**src/rtl/nabp_host_angle_sequencer.sv**
```systemverilog
// nabp_host_angle_sequencer
//
// Host-side angle source for the filtered-RAM swap controller. It offers
// projection angles from the arithmetic sequence kAngleStart, +kAngleStep, ...
// (strictly below kAngleEnd). It acknowledges each next-angle request exactly
// once, with a coincident filter-clear pulse. It also maps hs_s_val to a
// linear sinogram RAM address for the angle most recently handed over.
//
// Ports:
//   clk               - single clock
//   reset_n           - asynchronous active-low reset
//   start             - one-cycle scan start, honoured only when idle
//   hs_next_angle     - level request from the swap controller
//   hs_s_val          - projection-line index from the swap controller
//   hs_angle          - angle currently on offer
//   hs_has_next_angle - hs_angle is valid and unconsumed
//   hs_next_angle_ack - one-cycle request acknowledge
//   filter_clear      - one-cycle pulse, coincident with the ack
//   fill_angle        - angle most recently handed over
//   sg_addr           - registered sinogram address fill_idx*line_size + s_val
//   busy              - sequencer not idle
//   done              - one-cycle end-of-scan pulse
//
// Build option: define NABP_SEQ_REPEAT_EN to restart the scan after every
// drain request instead of returning to idle.

module nabp_host_angle_sequencer #(
    parameter int kAngleLength        = 9,
    parameter int kSLength            = 8,
    parameter int kAddrLength         = 16,
    parameter int kProjectionLineSize = 256,
    parameter int kAngleStart         = 0,
    parameter int kAngleEnd           = 180,
    parameter int kAngleStep          = 20
) (
    input  logic                    clk,
    input  logic                    reset_n,
    input  logic                    start,
    input  logic                    hs_next_angle,
    input  logic [kSLength-1:0]     hs_s_val,
    output logic [kAngleLength-1:0] hs_angle,
    output logic                    hs_has_next_angle,
    output logic                    hs_next_angle_ack,
    output logic                    filter_clear,
    output logic [kAngleLength-1:0] fill_angle,
    output logic [kAddrLength-1:0]  sg_addr,
    output logic                    busy,
    output logic                    done
);

    localparam logic [2:0] S_IDLE     = 3'd0;
    localparam logic [2:0] S_OFFER    = 3'd1;
    localparam logic [2:0] S_ADVANCE  = 3'd2;
    localparam logic [2:0] S_WAIT_LOW = 3'd3;
    localparam logic [2:0] S_LAST     = 3'd4;

    localparam logic [kAngleLength-1:0] ANGLE_START = kAngleLength'(kAngleStart);
    localparam logic [kAngleLength:0]   ANGLE_STEP  = (kAngleLength + 1)'(kAngleStep);
    localparam logic [kAngleLength:0]   ANGLE_END   = (kAngleLength + 1)'(kAngleEnd);
    localparam logic [kAddrLength-1:0]  LINE_SIZE   = kAddrLength'(kProjectionLineSize);

    logic [2:0]              state_q,      state_d;
    logic [kAngleLength-1:0] angle_q,      angle_d;
    logic                    has_next_q,   has_next_d;
    logic                    ack_q,        ack_d;
    logic                    fclr_q,       fclr_d;
    logic [kAngleLength-1:0] fill_angle_q, fill_angle_d;
    logic [kAngleLength-1:0] fill_idx_q,   fill_idx_d;
    logic [kAngleLength-1:0] offer_idx_q,  offer_idx_d;
    logic [kAddrLength-1:0]  sg_addr_q,    sg_addr_d;
    logic                    done_q,       done_d;
    logic                    low_seen_q,   low_seen_d;
    logic [kAngleLength:0]   next_angle;

    always_comb begin
        state_d      = state_q;
        angle_d      = angle_q;
        has_next_d   = has_next_q;
        ack_d        = 1'b0;
        fclr_d       = 1'b0;
        done_d       = 1'b0;
        fill_angle_d = fill_angle_q;
        fill_idx_d   = fill_idx_q;
        offer_idx_d  = offer_idx_q;
        low_seen_d   = low_seen_q;
        // One extra bit so the end comparison cannot wrap.
        next_angle   = {1'b0, angle_q} + ANGLE_STEP;
        sg_addr_d    = kAddrLength'(fill_idx_q) * LINE_SIZE + kAddrLength'(hs_s_val);

        case (state_q)
            S_IDLE: begin
                if (start) begin
                    angle_d     = ANGLE_START;
                    offer_idx_d = '0;
                    has_next_d  = 1'b1;
                    state_d     = S_OFFER;
                end
            end
            S_OFFER: begin
                if (hs_next_angle) begin
                    ack_d        = 1'b1;
                    fclr_d       = 1'b1;
                    fill_angle_d = angle_q;
                    fill_idx_d   = offer_idx_q;
                    state_d      = S_ADVANCE;
                end
            end
            S_ADVANCE: begin
                if (next_angle >= ANGLE_END) begin
                    has_next_d = 1'b0;
                    low_seen_d = 1'b0;
                    state_d    = S_LAST;
                end else begin
                    angle_d     = next_angle[kAngleLength-1:0];
                    offer_idx_d = offer_idx_q + kAngleLength'(1);
                    state_d     = S_WAIT_LOW;
                end
            end
            S_WAIT_LOW: begin
                if (!hs_next_angle) begin
                    state_d = S_OFFER;
                end
            end
            S_LAST: begin
                // The drain request must be a fresh rising request, not the
                // tail of the one that consumed the final angle.
                if (!low_seen_q) begin
                    if (!hs_next_angle) begin
                        low_seen_d = 1'b1;
                    end
                end else if (hs_next_angle) begin
                    done_d     = 1'b1;
                    low_seen_d = 1'b0;
`ifdef NABP_SEQ_REPEAT_EN
                    angle_d     = ANGLE_START;
                    offer_idx_d = '0;
                    has_next_d  = 1'b1;
                    state_d     = S_WAIT_LOW;
`else
                    state_d     = S_IDLE;
`endif
                end
            end
            default: begin
                state_d    = S_IDLE;
                has_next_d = 1'b0;
            end
        endcase
    end

    always_ff @(posedge clk or negedge reset_n) begin
        if (!reset_n) begin
            state_q      <= S_IDLE;
            angle_q      <= '0;
            has_next_q   <= 1'b0;
            ack_q        <= 1'b0;
            fclr_q       <= 1'b0;
            fill_angle_q <= '0;
            fill_idx_q   <= '0;
            offer_idx_q  <= '0;
            sg_addr_q    <= '0;
            done_q       <= 1'b0;
            low_seen_q   <= 1'b0;
        end else begin
            state_q      <= state_d;
            angle_q      <= angle_d;
            has_next_q   <= has_next_d;
            ack_q        <= ack_d;
            fclr_q       <= fclr_d;
            fill_angle_q <= fill_angle_d;
            fill_idx_q   <= fill_idx_d;
            offer_idx_q  <= offer_idx_d;
            sg_addr_q    <= sg_addr_d;
            done_q       <= done_d;
            low_seen_q   <= low_seen_d;
        end
    end

    assign hs_angle          = angle_q;
    assign hs_has_next_angle = has_next_q;
    assign hs_next_angle_ack = ack_q;
    assign filter_clear      = fclr_q;
    assign fill_angle        = fill_angle_q;
    assign sg_addr           = sg_addr_q;
    assign busy              = (state_q != S_IDLE);
    assign done              = done_q;

endmodule

```
**config.mk**
```make
export PLATFORM = sky130hd
export DESIGN_NAME = nabp_host_angle_sequencer
export DESIGN_NICKNAME = d
export VERILOG_FILES = /design/src/rtl/nabp_host_angle_sequencer.sv
export SDC_FILE = /design/constraint.sdc
export NUM_CORES = 1
export LEC_CHECK = 0
export CAP_MARGIN = 20
export CORE_MARGIN = 2
export CORE_UTILIZATION = 25
export DETAILED_ROUTE_END_ITERATION = 7
export PLACE_DENSITY = 0.55
export SLEW_MARGIN = 20
export SYNTH_ARGS = -nofsm -noshare
export SYNTH_HDL_FRONTEND = slang
export SYNTH_SLANG_ARGS = --single-unit
export TNS_END_PERCENT = 50
```
**constraint.sdc**
```tcl
create_clock -name clk -period 2.85 [get_ports clk]
set_clock_uncertainty 0.15 [all_clocks]
set_input_delay 0.285 -clock clk [delete_from_list [all_inputs] [get_ports clk]]
set_output_delay 0.285 -clock clk [all_outputs]
set_load 0.02 [all_outputs]
```
; After elaboration in Yosys (flattened, before gate mapping)
; Index checks and enable logic that the tools add are counted.
[totals]
reg_bits = 58
input_bits = 12
output_inout_bits = 39
word_cells = 57
[classes]
addsub = 3
order_cmp = 1
n_eq_ne = 11
muxes = 21
bitwise_logic = 1
reduce_logical = 10
[op_table]
columns = operator, n
row1 = case mux 9 bit (2 select lines), 2
row2 = 2-to-1 mux 9 bit, 3
row3 = 2-to-1 mux 3 bit, 6
row4 = adder 16 x 8 -> 16 bit, 1
row5 = case mux 3 bit (5 select lines), 1
row6 = "!= test 2 bit, second input constant", 7
row7 = "adder 9 x 5 -> 10 bit, second input constant", 1
row8 = ">= comparator 10 x 8 -> 1 bit, second input constant", 1
row9 = "adder 9 x 1 -> 9 bit, second input constant", 1
row10 = 2-to-1 mux 1 bit, 7
row11 = "== test 3 x 2 -> 1 bit, second input constant", 2
row12 = AND reduction 3 bit, 2
row13 = AND reduction 5 bit, 1
row14 = AND reduction 2 bit, 2
row15 = nonzero test 2 bit, 2
row16 = "== test 3 x 1 -> 1 bit, second input constant", 1
row17 = "== test 3 bit, second input constant", 1
row18 = logical NOT 3 bit, 1
row19 = case mux 1 bit (3 select lines), 1
row20 = nonzero test 3 bit, 1
row21 = OR reduction 3 bit, 1
row22 = case mux 1 bit (2 select lines), 1
row23 = inverter 1 bit, 1

; Logic depth before layout (Yosys ltp)
; Gate-level depths: netlist of the first run.
[depth]
depth_word = 4
depth_mapped = 9
ltp_nobuf = 8

; Worst setup path before layout of the first run
; No wires, ideal clock.
[synth_timing]
kind = register -> register
startpoint = register angle_q[2] (netlist: hs_angle[2])
endpoint = register angle_q[7] (netlist: hs_angle[7])
setup_time_ns = 0.126
arrival_ns = 2.086
required_ns = 2.574
path_slack_ns = 0.488
path_stages_with_launch = 8
path_buffers = 0
synth_period_minus_slack_ns = 2.362
cell_sequence = dfrtp_1 > ha_1 > and2_2 > a21boi_2 > o211ai_2 > a211oi_4 > a21oi_2 > a221o_1
[synth_between]
elab_chain_len = 4
elab_cells_between_ends = 6
cone_classes = 1 x add/sub / 1 x order compare / 1 x eq/ne / 2 x mux / 1 x reduce/logical
[synth_lines]
columns = element, line
row1 = from (decl), 63  ; logic [kAngleLength-1:0] angle_q, angle_d;
row2 = from (signal assigned), 166  ; angle_q <= angle_d;
row3 = adder 9 x 5 -> 10 bit (*), 87  ; next_angle = {1'b0, angle_q} + ANGLE_STEP;
row4 = >= comparator 10 x 8 -> 1 bit, 109  ; if (next_angle >= ANGLE_END) begin
row5 = != test 2 bit (no source line), -
row6 = AND reduction 3 bit (no source line), -
; Every way passes the cells marked *; elsewhere a longest branch is shown, timed or not. The select of a mux whose other input is x is not followed.
; A chain may end at the register's enable or synchronous reset.

; Worst setup path after layout of the first run
[layout_timing]
startpoint = register angle_q[2] (netlist: hs_angle[2])
endpoint = register offer_idx_q[7]
[layout_between]
elab_chain_len = 4
[layout_lines]
columns = element, line
row1 = adder 9 x 5 -> 10 bit, 87
row2 = >= comparator 10 x 8 -> 1 bit, 109
row3 = != test 2 bit (no source line), -
row4 = AND reduction 3 bit (no source line), -
row5 = to (signal assigned), 172  ; offer_idx_q <= offer_idx_d;
row6 = to (decl), 69  ; logic [kAngleLength-1:0] offer_idx_q, offer_idx_d;
; No other way between the ends.

==> impl_summary.txt, run 1 <==
----------------------------------------------------
[Worst setup path]
  Crit-path cells ... ha_1, and2_2, a21boi_2, o211ai_2, a211oi_4, buf_4, a41oi_1, a31oi_1
  Biggest fanout along the worst timing path ... 10
  Largest stage delay on the critical path ... 520 ps
  Arrival time at the worst endpoint ... about 2600 ps
  Buffering stage count on the worst path with inverters included ... 1
  Delay-heaviest family, CP ... compound AO/OA/AOI/OAI gates
  Type of the worst setup path ... register to register
  Critical Path Source Type ... register
  Critical path's slowest cell ... dfrtp_1
  Data required time of the worst path ... between 2000 and 3000 ps
  CP Capture Type ... register

[Timing]
  Setup repair after global routing missed its margin ... false
  Setup violators final ... 0
  Fmax ... 0.402 GHz
  Worst hold slack across all endpoints ... around 230 ps
  Fraction of the cycle the final worst path needs ... 87.2%
  Total negative slack ... 0 ps
  Shortest period the worst path allows ... between 2000 and 2500 ps
  Endpoints failing hold ... 0
  Total count of max-transition violations in the final report ... 0
  Max-Slew Margin vs Limit ... around three fifths
  Transition at the pin with the smallest max-transition slack ... 626 ps

[Global routing]
  Global-route wire length before repair ... 7450 um
  Antenna violations before repair ... 0
  Vias in the first global route ... roughly 1.5k
  Pin count of the biggest net entering global routing ... 29
  Total GRT Usage ... under 10%
  Global route total overflow ... 0

[Run status]
  Result of the run ... finished clean

[Synthesis]
  EDFF count, synth ... 0
  Share of the yosys chip area belonging to registers ... just under 60%
  Area leader, netlist ... dfrtp_1
  Cell count after synthesis ... around 180
  Post-synthesis area per instance ... roughly 12 um^2
  Netlist Area Pre-Place ... between 2000 and 2500 um^2
  Proportion of netlist area held by the largest area contributor ... approximately three fifths
  Yosys cell types ... 44
  Commonest register cell after synthesis ... dfrtp_1
  Synth Register Bits ... 53
  Number of warnings reported in the yosys synthesis log ... 0
  Ranking of synthesized cells by area ... dfrtp_1, mux2_2, a21oi_1, ha_1, nand2_1
  Synth async-reset ratio ... 100%

[Clock tree]
  Clock tree root driver cell ... clkbuf_8
  Number of cells upsized or downsized after cts ... 0
  Total of hold buffers inserted after clock tree synthesis ... 1
  Maximum level of the CTS H-tree ... 2
  TritonCTS clock tree ... done
  Number of buffers inserted by post-CTS setup repair ... 0
  Clock Path Buffers ... 2
  Num CTS Buffers ... 5
  Clock latency on the worst-skew pair ... between 300 and 400 ps
  Total clock sinks ... 53
  Clock slew seen by the registers of the worst setup and hold paths ... roughly 100 ps

[Floorplan]
  Die Footprint ... between 9000 and 10000 um^2
  IO Count ... slightly above 50
  Initial core utilization ... 25.7%
  Horizontal die dimension ... 98.7 um
  Site row count ... 34
  Die height ... 98.7 um
  Core area ... between 8000 and 9000 um^2

[Route]
  Drt pass-1 iters ... 4
  Mean number of vias per cell ... 4.53
  Remaining DRCs ... 0
  Total number of vias ... roughly 1.5k
  Final antenna-violating net count ... 0
  Final routed wire length divided by cell count ... 12.8 um
  Initial DRC count ... 38
  Detailed-route wire length ... 4330 um

[Finish]
  Area overhead of the layout relative to synthesis ... 29.3%
  Multi-input combinational cell area ... roughly 800 um^2
  Number of inserted diodes ... 0
  Count of filler cells inserted in the layout ... ~860
  Fraction of final layout cells sized beyond drive strength 1 ... roughly a fifth
  Layout Nets ... roughly 250
  Seq. cell area ... about 1300 um^2
  Final std cell area, no fill ... roughly 2900 um^2

[Placed design]
  Port bufs ... between 40 and 50
  Placed wire-length estimate ... 3010 um
  Cell area after placement ... about 2800 um^2
  Weighted congestion reported at the end of routability-driven placement ... around 0.73

[Run]
  Max-Cap Viols ... 0

[Power]
  Leak ... about 0.0013 uW
  Maximum resistive drop on vdd ... ~0.26 mV
  Power Density ... roughly 980 nW/um^2

[Hold path]
  Worst Hold Class ... register to register

----------------------------------------------------
Yosys cell counts, drive strengths merged, types with 2 or more instances:
library cell   n
buf           11
a21oi         18
a31oi          4
nor2b          2
a31o           2
ha             4
dfrtp         53
nor2           6
a41oi          2
mux2          15
o21a           5
a211oi         4
nand3          4
nor3b          2
and3           4
inv            6
nor3           3
o21ai          8
nand2         12
a21o           2
registers in the layout, indices dropped and copies added, names as in the netlist:
name and flops:
sg_addr 16, fill_idx_q 8, offer_idx_q 8, fill_angle 7
hs_angle 7, state_q 3, done 1, filter_clear 1
hs_has_next_angle 1, low_seen_q 1
cells by family after synthesis:
logic type	Yosys count	synth area share (%)
buffers and inverters	18	4.74
other	1	0.167
DFF	53	59.2
adders and majority gates	4	2.23
muxes	15	7.53
AOI/OAI and AO/OA	52	17.4
and+or+nand+nor	38	8.82
worst paths after layout:
kind,startpoint,endpoint,slack [ps],cells past startpoint
setup / recovery,hs_angle[2]$_DFFE_PN0P_,offer_idx_q[7]$_DFFE_PN0P_,360,8
hold / removal,fill_idx_q[7]$_DFFE_PN0P_,sg_addr[15]$_DFF_PN0_,230,0
setup reg to reg,hs_angle[2]$_DFFE_PN0P_,offer_idx_q[7]$_DFFE_PN0P_,360,8
hold reg to reg,fill_idx_q[7]$_DFFE_PN0P_,sg_addr[15]$_DFF_PN0_,230,0
max in group asynchronous,reset_n,fill_idx_q[2]$_DFFE_PN0P_,1630,3
min in group asynchronous,reset_n,fill_angle[5]$_DFFE_PN0P_,360,2
layout by cell type, fill, tap and decap left out, types with 2 or more instances in the layout:
cell type	n
conb_1	4
nand2_1	11
clkbuf_8	5
inv_1	6
a41oi_1	2
clkdlybuf4s50_1	45
and3_1	4
nand3_1	4
a211oi_1	2
buf_4	2
a21oi_1	16
inv_6	2
o21ai_0	7
nor2b_1	2
o21a_1	5
a31o_2	2
mux2_2	15
nor3_1	3
nor2_1	6
ha_1	4
dfrtp_1	53
a31oi_1	4
report_power, final:
group,switching [uW],internal [uW]
Combinational,591,566
Sequential,260,989
Clock,267,180
Total,1120,1730
layout make-up:
cell class	count	area share [%]
timing repair buffer	50	17.3
multi-input combinational	113	28.3
inverter	6	0.777
clock buffer	5	2.37
sequential	53	45.7
clock inverter	3	0.863
tap	108	4.66
layer usage:
layer	vias to the layer above	global-route usage, %	part of all wire [%]
li1	736	-	-
met1	746	13.1	47
met2	44	14.4	46
met3	4	2.70	5.7
met4	0	3.06	0.79
met5	-	0	0
stage by stage:
stage               power (uW)  util, %  instances  setup slack [ps]
global route              3070     33.2        338              87.5
floorplan                 1990        -        184               488
CTS                       2900     33.2        338               351
detailed placement        2440     32.1        329               382
finish                    2850     33.2        338               364
global placement          2440     32.1        329               463
Power figures use the tool's default switching activity.
==> inputs of run 2 (changes only) <==
--- a/config.mk
+++ b/config.mk
@@ -14,4 +14,3 @@
 export SYNTH_ARGS = -nofsm -noshare
 export SYNTH_HDL_FRONTEND = slang
 export SYNTH_SLANG_ARGS = --single-unit
-export TNS_END_PERCENT = 50
==> results of run 2 <==
No change in the layout: final DEF, timing and power equal those of run 1.
==> inputs of run 3 (changes only) <==
--- a/config.mk
+++ b/config.mk
@@ -14,3 +14,4 @@
 export SYNTH_ARGS = -nofsm -noshare
 export SYNTH_HDL_FRONTEND = slang
 export SYNTH_SLANG_ARGS = --single-unit
+export TNS_END_PERCENT = 50
==> results of run 3 <==
No change in the layout: final DEF, timing and power equal those of run 1.
